`config.mk`:
```
export PLATFORM = sky130hd
export DESIGN_NAME = post_spi_master
export DESIGN_NICKNAME = d
export VERILOG_FILES = /design/src/rtl/post_spi_master.sv
export SDC_FILE = /design/constraint.sdc
export NUM_CORES = 1
export LEC_CHECK = 0
export ABC_AREA = 0
export CAP_MARGIN = 20
export CORE_MARGIN = 2
export CORE_UTILIZATION = 35
export DETAILED_ROUTE_END_ITERATION = 16
export GPL_TIMING_DRIVEN = 0
export PLACE_DENSITY = 0.53
export SLEW_MARGIN = 25
export SYNTH_ARGS = -nofsm -noshare
export SYNTH_HDL_FRONTEND = slang
export SYNTH_SLANG_ARGS = --single-unit
```
`constraint.sdc`:
```
create_clock -name CLK -period 2.6 [get_ports CLK]
set_clock_uncertainty 0.15 [all_clocks]
set_input_delay 0.52 -clock CLK [delete_from_list [all_inputs] [get_ports CLK]]
set_output_delay 0.52 -clock CLK [all_outputs]
set_load 0.02 [all_outputs]
```
`src/rtl/post_spi_master.sv`:
```
// Byte-oriented SPI mode-0 master (CS/SCK/MOSI out, MISO in); CS is held low across bytes until a LAST byte completes.
// Optional: define POST_SPI_MISO_SYNC_EN for a 2-flop MISO synchronizer with capture moved to the SCK falling edge.
module post_spi_master #(
    parameter logic [15:0] CLK_DIV = 16'd4
) (
    input  logic       CLK,
    input  logic       RST,
    input  logic       START,
    input  logic [7:0] TX_DATA,
    input  logic       LAST,
    output logic       READY,
    output logic       BUSY,
    output logic [7:0] RX_DATA,
    output logic       RX_VALID,
    output logic       CS,
    output logic       SCK,
    output logic       MOSI,
    input  logic       MISO
);

`ifdef POST_SPI_MISO_SYNC_EN
    // Synchronizer latency needs at least 3 cycles of SCK high before capture.
    localparam logic [15:0] DIV = (CLK_DIV < 16'd3) ? 16'd3 : CLK_DIV;
    localparam bit SYNC_CAPTURE = 1'b1;
`else
    localparam logic [15:0] DIV = (CLK_DIV == 16'd0) ? 16'd1 : CLK_DIV;
    localparam bit SYNC_CAPTURE = 1'b0;
`endif

    typedef enum logic [2:0] {
        S_IDLE,
        S_SETUP,
        S_SCK_HI,
        S_SCK_LO,
        S_HOLD,
        S_TEARDOWN,
        S_GAP
    } state_t;

    state_t      r_state;
    logic [15:0] r_div_cnt;
    logic [2:0]  r_bit_cnt;
    logic [7:0]  r_tx;
    logic [7:0]  r_rx_shift;
    logic        r_last;
    logic        r_ready;
    logic        r_busy;
    logic [7:0]  r_rx_data;
    logic        r_rx_valid;
    logic        r_cs;
    logic        r_sck;
    logic        r_mosi;

    logic        w_div_done;
    logic        w_miso;
    logic [7:0]  w_rx_next;

`ifdef POST_SPI_MISO_SYNC_EN
    logic r_miso_s1;
    logic r_miso_s2;

    always_ff @(posedge CLK) begin
        if (RST) begin
            r_miso_s1 <= 1'b0;
            r_miso_s2 <= 1'b0;
        end else begin
            r_miso_s1 <= MISO;
            r_miso_s2 <= r_miso_s1;
        end
    end

    assign w_miso = r_miso_s2;
`else
    assign w_miso = MISO;
`endif

    assign w_div_done = (r_div_cnt == DIV - 16'd1);
    assign w_rx_next  = {r_rx_shift[6:0], w_miso};

    assign READY    = r_ready;
    assign BUSY     = r_busy;
    assign RX_DATA  = r_rx_data;
    assign RX_VALID = r_rx_valid;
    assign CS       = r_cs;
    assign SCK      = r_sck;
    assign MOSI     = r_mosi;

    always_ff @(posedge CLK) begin
        if (RST) begin
            r_state    <= S_IDLE;
            r_div_cnt  <= '0;
            r_bit_cnt  <= '0;
            r_tx       <= '0;
            r_rx_shift <= '0;
            r_last     <= 1'b0;
            r_ready    <= 1'b1;
            r_busy     <= 1'b0;
            r_rx_data  <= '0;
            r_rx_valid <= 1'b0;
            r_cs       <= 1'b1;
            r_sck      <= 1'b0;
            r_mosi     <= 1'b0;
        end else begin
            r_rx_valid <= 1'b0;
            if (r_state == S_IDLE || r_state == S_HOLD) begin
                r_div_cnt <= '0;
            end else begin
                r_div_cnt <= w_div_done ? '0 : r_div_cnt + 16'd1;
            end

            case (r_state)
                S_IDLE, S_HOLD: begin
                    if (START) begin
                        r_tx      <= TX_DATA;
                        r_last    <= LAST;
                        r_bit_cnt <= '0;
                        r_cs      <= 1'b0;
                        r_mosi    <= TX_DATA[7];
                        r_ready   <= 1'b0;
                        r_busy    <= 1'b1;
                        r_state   <= S_SETUP;
                    end
                end
                S_SETUP, S_SCK_LO: begin
                    if (w_div_done) begin
                        r_sck   <= 1'b1;
                        r_state <= S_SCK_HI;
                        if (!SYNC_CAPTURE) r_rx_shift <= w_rx_next;
                    end
                end
                S_SCK_HI: begin
                    if (w_div_done) begin
                        r_sck <= 1'b0;
                        if (SYNC_CAPTURE) r_rx_shift <= w_rx_next;
                        if (r_bit_cnt == 3'd7) begin
                            // The synchronized path captures its final bit on this same edge.
                            r_rx_data  <= SYNC_CAPTURE ? w_rx_next : r_rx_shift;
                            r_rx_valid <= 1'b1;
                            if (r_last) begin
                                r_state <= S_TEARDOWN;
                            end else begin
                                r_ready <= 1'b1;
                                r_busy  <= 1'b0;
                                r_state <= S_HOLD;
                            end
                        end else begin
                            r_bit_cnt <= r_bit_cnt + 3'd1;
                            r_tx      <= {r_tx[6:0], 1'b0};
                            r_mosi    <= r_tx[6];
                            r_state   <= S_SCK_LO;
                        end
                    end
                end
                S_TEARDOWN: begin
                    if (w_div_done) begin
                        r_cs    <= 1'b1;
                        r_mosi  <= 1'b0;
                        r_state <= S_GAP;
                    end
                end
                S_GAP: begin
                    if (w_div_done) begin
                        r_ready <= 1'b1;
                        r_busy  <= 1'b0;
                        r_state <= S_IDLE;
                    end
                end
                default: r_state <= S_IDLE;
            endcase
        end
    end

endmodule
```
==> results by group, run 1 <==
Drt
  • Vias: 2040
  • Pre-Repair DR Iteration Count: 4
  • DRC: 0
  • Vias per Instance: 5.38
  • DRT Wirelength: 5530 um
  • Routed length per instance: 14.6 um
  • 1st-iter DRT viols: 118
  • Post-route ant nets: 0

Power and ir drop
  • Sw power: 0.342 mW
  • Int Pwr: 1.15 mW
  • Pwr Total: 1.49 mW
  • VDD IR max: 0.000222 V
  • Sw frac: 22.9%
  • Static Leak: 0.941 nW
  • Pwr Density: 528 mW/mm2
  • Clock share of power: 37.3%
  • Comb power frac: 7.5%
  • Seq pwr share: 55.2%

Floorplanning
  • # IOs: 27
  • Die area: 0.00741 mm2
  • Die X: 86.1 um
  • Site row count: 29
  • Initial core utilization: 36.7%
  • Core region area: 0.00642 mm2
  • Die Y: 86.1 um

Yosys
  • Flops & latches, synth: 52
  • Ys flop type: dfxtp_1
  • Mapped Cells: 268
  • Post-synthesis net count: 284
  • Unique masters post-synth: 39
  • EDFF count, synth: 0
  • FFs w/ async S/R, synth: 0%
  • YS warnings: 0
  • Mapped cell area: 0.00236 mm2
  • Synth Area per Inst: 8.80 um2
  • Sequential fraction of the synthesis area: 44.1%

STA
  • Final setup fails: 0
  • RSZ-0062 raised after global routing: no
  • Setup tns final: 0 ns
  • Slew @ Worst Pin: 0.555 ns
  • Final period util: 80.4%
  • Max-slew headroom: 62.9%
  • Fin crit period: 2.09 ns
  • Hold Slack: 0.314 ns
  • Final hold violations: 0
  • Slew Limit Fails: 0
  • Fmax: 0.479 GHz

Finish
  • Ratio of cells with drive above 1 in the final layout: 8.94%
  • Ant. Diodes: 0
  • Post-Layout Cell Count: 379
  • P&R area growth vs syn: 19.8%
  • NumNets Final: 317

Global route
  • Number of global-route vias before repair: 1966
  • Pin count of the biggest net entering global routing: 17
  • Grt total ovfl: 0
  • Total track usage: 16.1%
  • First-pass GRT wire length: 9480 um
  • Initial antenna violation count: 0

Critical path
  • Critical Path RT: 2.63 ns
  • Crit Path Class: reg2reg
  • Cell family with most CP delay: buffers and inverters
  • Nature of the critical path endpoint: flop
  • Crit-path max cell delay: 0.37 ns
  • Worst-path fanout max: 10
  • Bufs and invs on worst path: 3
  • Critical-path cell list: ha_1, buf_6, nor4b_4, nand4_1, buf_2, clkbuf_1, o31ai_1, a21oi_1
  • Arr. time, crit path: 2.12 ns
  • Slowest cell on crit path: dfxtp_1
  • Worst Setup Start Kind: flop

Placed design
  • Placed insts: 371
  • DP HPWL: 3850 um
  • Port bufs: 26
  • GPL Wtd Cong: 0.781

CTS
  • Worst-Skew Late Latency: 0.31 ns
  • Total CTS buffers: 5
  • CTS Sinks: 52
  • Clock Pin Slew Worst Setup and Hold Paths: 0.10 ns
  • CTS root buf: clkbuf_8
  • Post-cts resize count: 0
  • Cts hold-fix bufs: 0
  • # H-tree levels: 2
  • Clock buffer depth: 2
  • Post-CTS setup buffer count: 0
  • CTS tree: done

Worst hold path
  • HP Class: reg2reg

Outcome
  • Status: finished, final reports clean

Flow run
  • Max-Cap Viols: 0
-- final timing paths --
kind	from	endpoint	slack, ns	depth (start not counted)
min reg2reg	r_div_cnt[0]	r_div_cnt[0]	0.31	1
max reg2reg	r_div_cnt[0]	SCK	0.51	8
min	r_div_cnt[0]	r_div_cnt[0]	0.31	1
max	r_div_cnt[0]	SCK	0.51	8
-- power groups by stage --
| stage | sequential (mW) | clock [mW] | combinational (mW) |
|---|---|---|---|
| after floorplan | 0.845 | 0 | 0.0596 |
| after global placement | 0.841 | 0 | 0.113 |
| after detailed placement | 0.841 | 0 | 0.113 |
| after CTS | 0.822 | 0.577 | 0.113 |
| after global routing | 0.825 | 0.619 | 0.124 |
| final | 0.822 | 0.557 | 0.112 |
-- sequential cells by signal, summed over array words and instances, names as in the netlist --
name	count
r_div_cnt	16
RX_DATA	8
r_rx_shift	8
r_tx	7
r_bit_cnt	3
r_state	3
BUSY	1
CS	1
MOSI	1
READY	1
RX_VALID	1
SCK	1
r_last	1
-- metal layers --
| layer | share of wire [%] | global-route usage, % | vias to the layer above |
|---|---|---|---|
| li1 | - | - | 1038 |
| met1 | 50 | 22.1 | 963 |
| met2 | 46 | 25.4 | 32 |
| met3 | 3.6 | 3.37 | 7 |
| met4 | 1.1 | 5.05 | 0 |
| met5 | 0 | 0 | - |
-- stage by stage --
| step | cell area [um2] | util (%) | setup slack, ns |
|---|---|---|---|
| 3_5_place_dp | 2720 | 42.3 | 0.234 |
| 5_1_grt | 2830 | 44.0 | 0.311 |
| 4_1_cts | 2830 | 44.0 | 0.494 |
| 3_3_place_gp | 2720 | 42.3 | 0.246 |
| 2_1_floorplan | 2360 | - | 0.778 |
| 6_report | 2830 | 44.0 | 0.511 |
-- Yosys cell counts (all sizes together), types with 4 or more instances --
cell | count | area share [%]
dfxtp | 52 | 44
nand4 | 7 | 1.9
nand2 | 10 | 1.6
a21oi | 28 | 5.9
buf | 14 | 4.0
clkbuf | 8 | 1.3
nor2 | 17 | 2.7
nor3 | 4 | 0.85
o21ai | 25 | 5.5
or3 | 4 | 1.1
nand2b | 4 | 1.1
nand3 | 23 | 4.9
xor2 | 11 | 4.1
a211oi | 15 | 4.8
and2 | 4 | 1.1
mux2i | 6 | 2.5
nor2b | 5 | 1.3
-- cells in the final DEF (no fill, tap or decap), drive strengths merged, types with 7 or more instances in the layout --
cell	instances
clkbuf	13
nand2	10
nand3	23
a21oi	28
nand4	7
a211oi	15
clkdlybuf4s50	26
nor2	17
buf	14
dfxtp	52
o21ai	25
xor2	11
-- area by class of cell --
cell class	count	area (um2)
multi-input cells	191	1180
plain buffers	22	125
well taps	77	96.3
clock buffers	5	68.8
clock inverters	3	42.5
repair buffers	26	260
fillers	662	3600
flip-flops and latches	52	1040
inverters	3	11.3
-- kinds of logic after synthesis --
kind of cell	after synthesis	share of synthesized area (%)
simple gates	90	21.2
xor+xnor	12	4.46
mux	7	3.02
flops	52	44.1
compound gates	79	19.8
fa+ha+maj	3	1.59
buf+inv	25	5.78
(Power assumes the default switching activity.)
==> inputs of run 2 (changes only) <==
--- a/config.mk
+++ b/config.mk
@@ -11,7 +11,7 @@
 export CORE_UTILIZATION = 35
 export DETAILED_ROUTE_END_ITERATION = 16
 export GPL_TIMING_DRIVEN = 0
-export PLACE_DENSITY = 0.53
+export PLACE_DENSITY = 0.55
 export SLEW_MARGIN = 25
 export SYNTH_ARGS = -nofsm -noshare
 export SYNTH_HDL_FRONTEND = slang
==> constraint.sdc (replaced) <==
create_clock -name CLK -period 1.76 [get_ports CLK]
set_clock_uncertainty 0.15 [all_clocks]
set_input_delay 0.352 -clock CLK [delete_from_list [all_inputs] [get_ports CLK]]
set_output_delay 0.352 -clock CLK [all_outputs]
set_load 0.02 [all_outputs]
==> run 2 against run 1 <==
The flow now finishes with violations (negative setup slack). First-iteration DRC count shrank 47%. Clock-buffer cell count is the same. Critical path depth shrank 1. Sequential power grew 48%. Register-to-register slack lost 0.52 ns. Sequential share of layout area shrank 3.3 points. Final area grew 10%. Maximum frequency grew 18%. Worst hold slack gained 0.0057 ns. Combinational power grew 81%. Power grew 50%. Global-route usage shrank 0.46 points. Critical endpoint unchanged. Highest routed layer unchanged.
==> results by group, run 2 (synthesis gave the netlist of run 1 again) <==
STA
  • Slew Limit Fails: 0 (unchanged)
  • Setup tns final: -0.0134 ns (-0.0134 ns)
  • Final setup fails: 1 (+1)
  • Max-slew headroom: 69.5% (+6.7 points)
  • Fmax: 0.564 GHz (+18%)
  • Fin crit period: 1.77 ns (-0.316 ns)
  • RSZ-0062 raised after global routing: yes
  • Final period util: 101% (+20 points)
  • Final hold violations: 0 (unchanged)
  • Final worst setup slack: -0.0134 ns (-0.524 ns)
  • Slew @ Worst Pin: 0.457 ns (-0.0978 ns)

Finish
  • Most frequent cells in the layout: 47 x dfxtp_1, 28 x a21oi_1, 23 x nand3_1
  • Leading cell type in the layout, fill and taps excluded: dfxtp_1
  • Reg with most FFs: r_div_cnt
  • Ant. Diodes: 0 (unchanged)
  • Ratio of cells with drive above 1 in the final layout: 22.2% (+13 points)
  • Max reg flops: 16 (unchanged)
  • Final Util: 48.6% (+4.6 points)
  • NumNets Final: 321 (+1.3%)
  • Post-Layout Cell Count: 383 (+1.1%)
  • P&R area growth vs syn: 32.4%
  • Post-route cell area: 0.00312 mm2 (+10%)

Global route
  • Pin count of the biggest net entering global routing: 17 (unchanged)
  • Initial antenna violation count: 0 (unchanged)
  • Total track usage: 15.7% (-0.46 points)
  • First-pass GRT wire length: 9220 um (-2.8%)
  • Number of global-route vias before repair: 1886 (-4.1%)
  • Grt total ovfl: 0 (unchanged)

CTS
  • # H-tree levels: 2 (unchanged)
  • Worst-Skew Late Latency: 0.31 ns (about the same)
  • CTS tree: done
  • Clock buffer depth: 2 (unchanged)
  • Total CTS buffers: 5 (unchanged)
  • Clock Pin Slew Worst Setup and Hold Paths: 0.10 ns (about the same)
  • CTS Sinks: 52 (unchanged)
  • CTS root buf: clkbuf_8

Outcome
  • Status: finished, violations left
  • Failing checks: negative setup slack

Floorplanning
  • Site row count: 29 (unchanged)
  • Initial core utilization: 36.7% (unchanged)
  • Die area: 0.00741 mm2 (unchanged)
  • Core region area: 0.00642 mm2 (unchanged)
  • Die X: 86.1 um (unchanged)
  • # IOs: 27 (unchanged)
  • Die Y: 86.1 um (unchanged)

Power and ir drop
  • Pwr Total: 2.24 mW (+50%)
  • VDD IR max: 0.000341 V (+53%)
  • Static Leak: 1.09 nW (+16%)
  • Pwr Density: 719 mW/mm2 (+36%)

Drt
  • Metal1 wirelength: 2880 um (+5.1%)
  • Post-route ant nets: 0 (unchanged)
  • Vias: 2037 (-0.15%)
  • Top layer in use: met4
  • DRC: 0 (unchanged)
  • Routed length per instance: 15.0 um (+3.1%)
  • WL met2: 2660 um (+5.4%)
  • DRT Wirelength: 5760 um (+4.2%)
  • Vias per Instance: 5.32 (-1.2%)
  • Pre-Repair DR Iteration Count: 4 (unchanged)
  • 1st-iter DRT viols: 63 (-47%)
  • WL met3: 147 um (-27%)

Critical path
  • Arr. time, crit path: 1.80 ns (-0.32 ns)
  • Crit-path max cell delay: 0.36 ns (about the same)
  • Reg2Reg Depth: 7 (-1)
  • Worst Setup Start Kind: flop
  • Worst reg2reg path startpoint: r_div_cnt[1]
  • Nature of the critical path endpoint: flop
  • Crit Path Class: reg2reg
  • Critical Path RT: 1.79 ns (-0.84 ns)
  • Worst-path fanout max: 10 (unchanged)
  • Reg-to-reg setup timing slack: -0.01 ns (-0.52 ns)
  • Slowest cell on crit path: dfxtp_2
  • FF-to-FF End: SCK
  • Cell family with most CP delay: simple AND/OR/NAND/NOR gates
  • Bufs and invs on worst path: 2 (-1)
  • Critical-path cell list: ha_4, nor4b_4, nand4_1, buf_6, clkbuf_16, o31ai_4, a21oi_1

Placed design
  • DP Area: 0.00274 mm2 (+1.1%)
  • GPL Wtd Cong: 0.833 (+6.7%)
  • Port bufs: 26 (unchanged)
  • Placed insts: 371 (unchanged)
  • DP HPWL: 3850 um (+0.12%)

Worst hold path
  • WHS Endpoint: RX_DATA[7]
  • Hold Crit Start: r_rx_shift[7]
  • WHS Path Cells: 2 (+1)
  • HP Class: reg2reg

Flow run
  • Max-Cap Viols: 0 (unchanged)
[run 2: cell types whose count changed in the layout (fill, tap and decap cells not counted), sizes merged]
cell and delta:
clkdlybuf4s50 -14, buf +3, clkbuf +1, dlymetal6s2s +1, dlygate4sd2 +13
[run 2: metrics by stage]
| stage | worst slack, ns | hold WS [ns] |
|---|---|---|
| after detailed placement | -0.343 | 0.279 |
| after floorplan | -0.00750 | 0.263 |
| after global placement | -0.327 | 0.276 |
| after CTS | -0.0419 | 0.321 |
| after global routing | -0.0714 | 0.343 |
| final | -0.0134 | 0.320 |
[run 2: per-layer routing]
metal	vias to the layer above	GRT usage, %
met5	-	0
met2	23	24.4
met4	0	5.19
li1	1040	-
met3	7	2.89
met1	967	21.9
[run 2: power breakdown]
part	switching, mW	total (mW)	internal, mW
sequential	0.0154	1.22	1.20
clock	0.403	0.824	0.421
combinational	0.110	0.203	0.0935
total	0.528	2.24	1.72
[run 2: timing repair]
item | CTS | global route
setup endpoints to repair | 57 | 46
pin swaps | 10 | 12
hold endpoints to repair | 0 | 0
setup buffers | 4 | 3
resized for setup | 29 | 50
hold buffers | 0 | 0
gates cloned | 0 | 1
[run 2: cell type report]
| type | instances | area (um2) |
|---|---|---|
| clock buffer | 5 | 68.8 |
| fill | 616 | 3300 |
| tap | 77 | 96.3 |
| sequential | 52 | 1050 |
| multi-input combinational | 191 | 1350 |
| clock inverter | 3 | 42.5 |
| timing repair buffer | 34 | 344 |
| inverter | 3 | 11.3 |
| buffer | 18 | 166 |
[run 2: how the worst max path moves through the flow]
stage	endpoint	depth (start not counted)	slack, ns	from
final	SCK	7	-0.01	r_div_cnt[1]
after global routing	r_rx_shift[1]	7	-0.07	r_div_cnt[1]
after CTS	SCK	7	-0.04	r_div_cnt[0]
after detailed placement	CS	4	-0.34	RST
after global placement	CS	4	-0.33	RST
after floorplan	r_div_cnt[0]	8	-0.007	r_div_cnt[0]
[run 2: worst reg2reg max path: cells and delay by family, from the launching register on]
| kind | cells | cell delay (ns) |
|---|---|---|
| adders and majority gates | 1 | 0.14 |
| DFF | 1 | 0.36 |
| and+or+nand+nor | 2 | 0.38 |
| buffers and inverters | 2 | 0.37 |
| AOI/OAI and AO/OA | 2 | 0.26 |
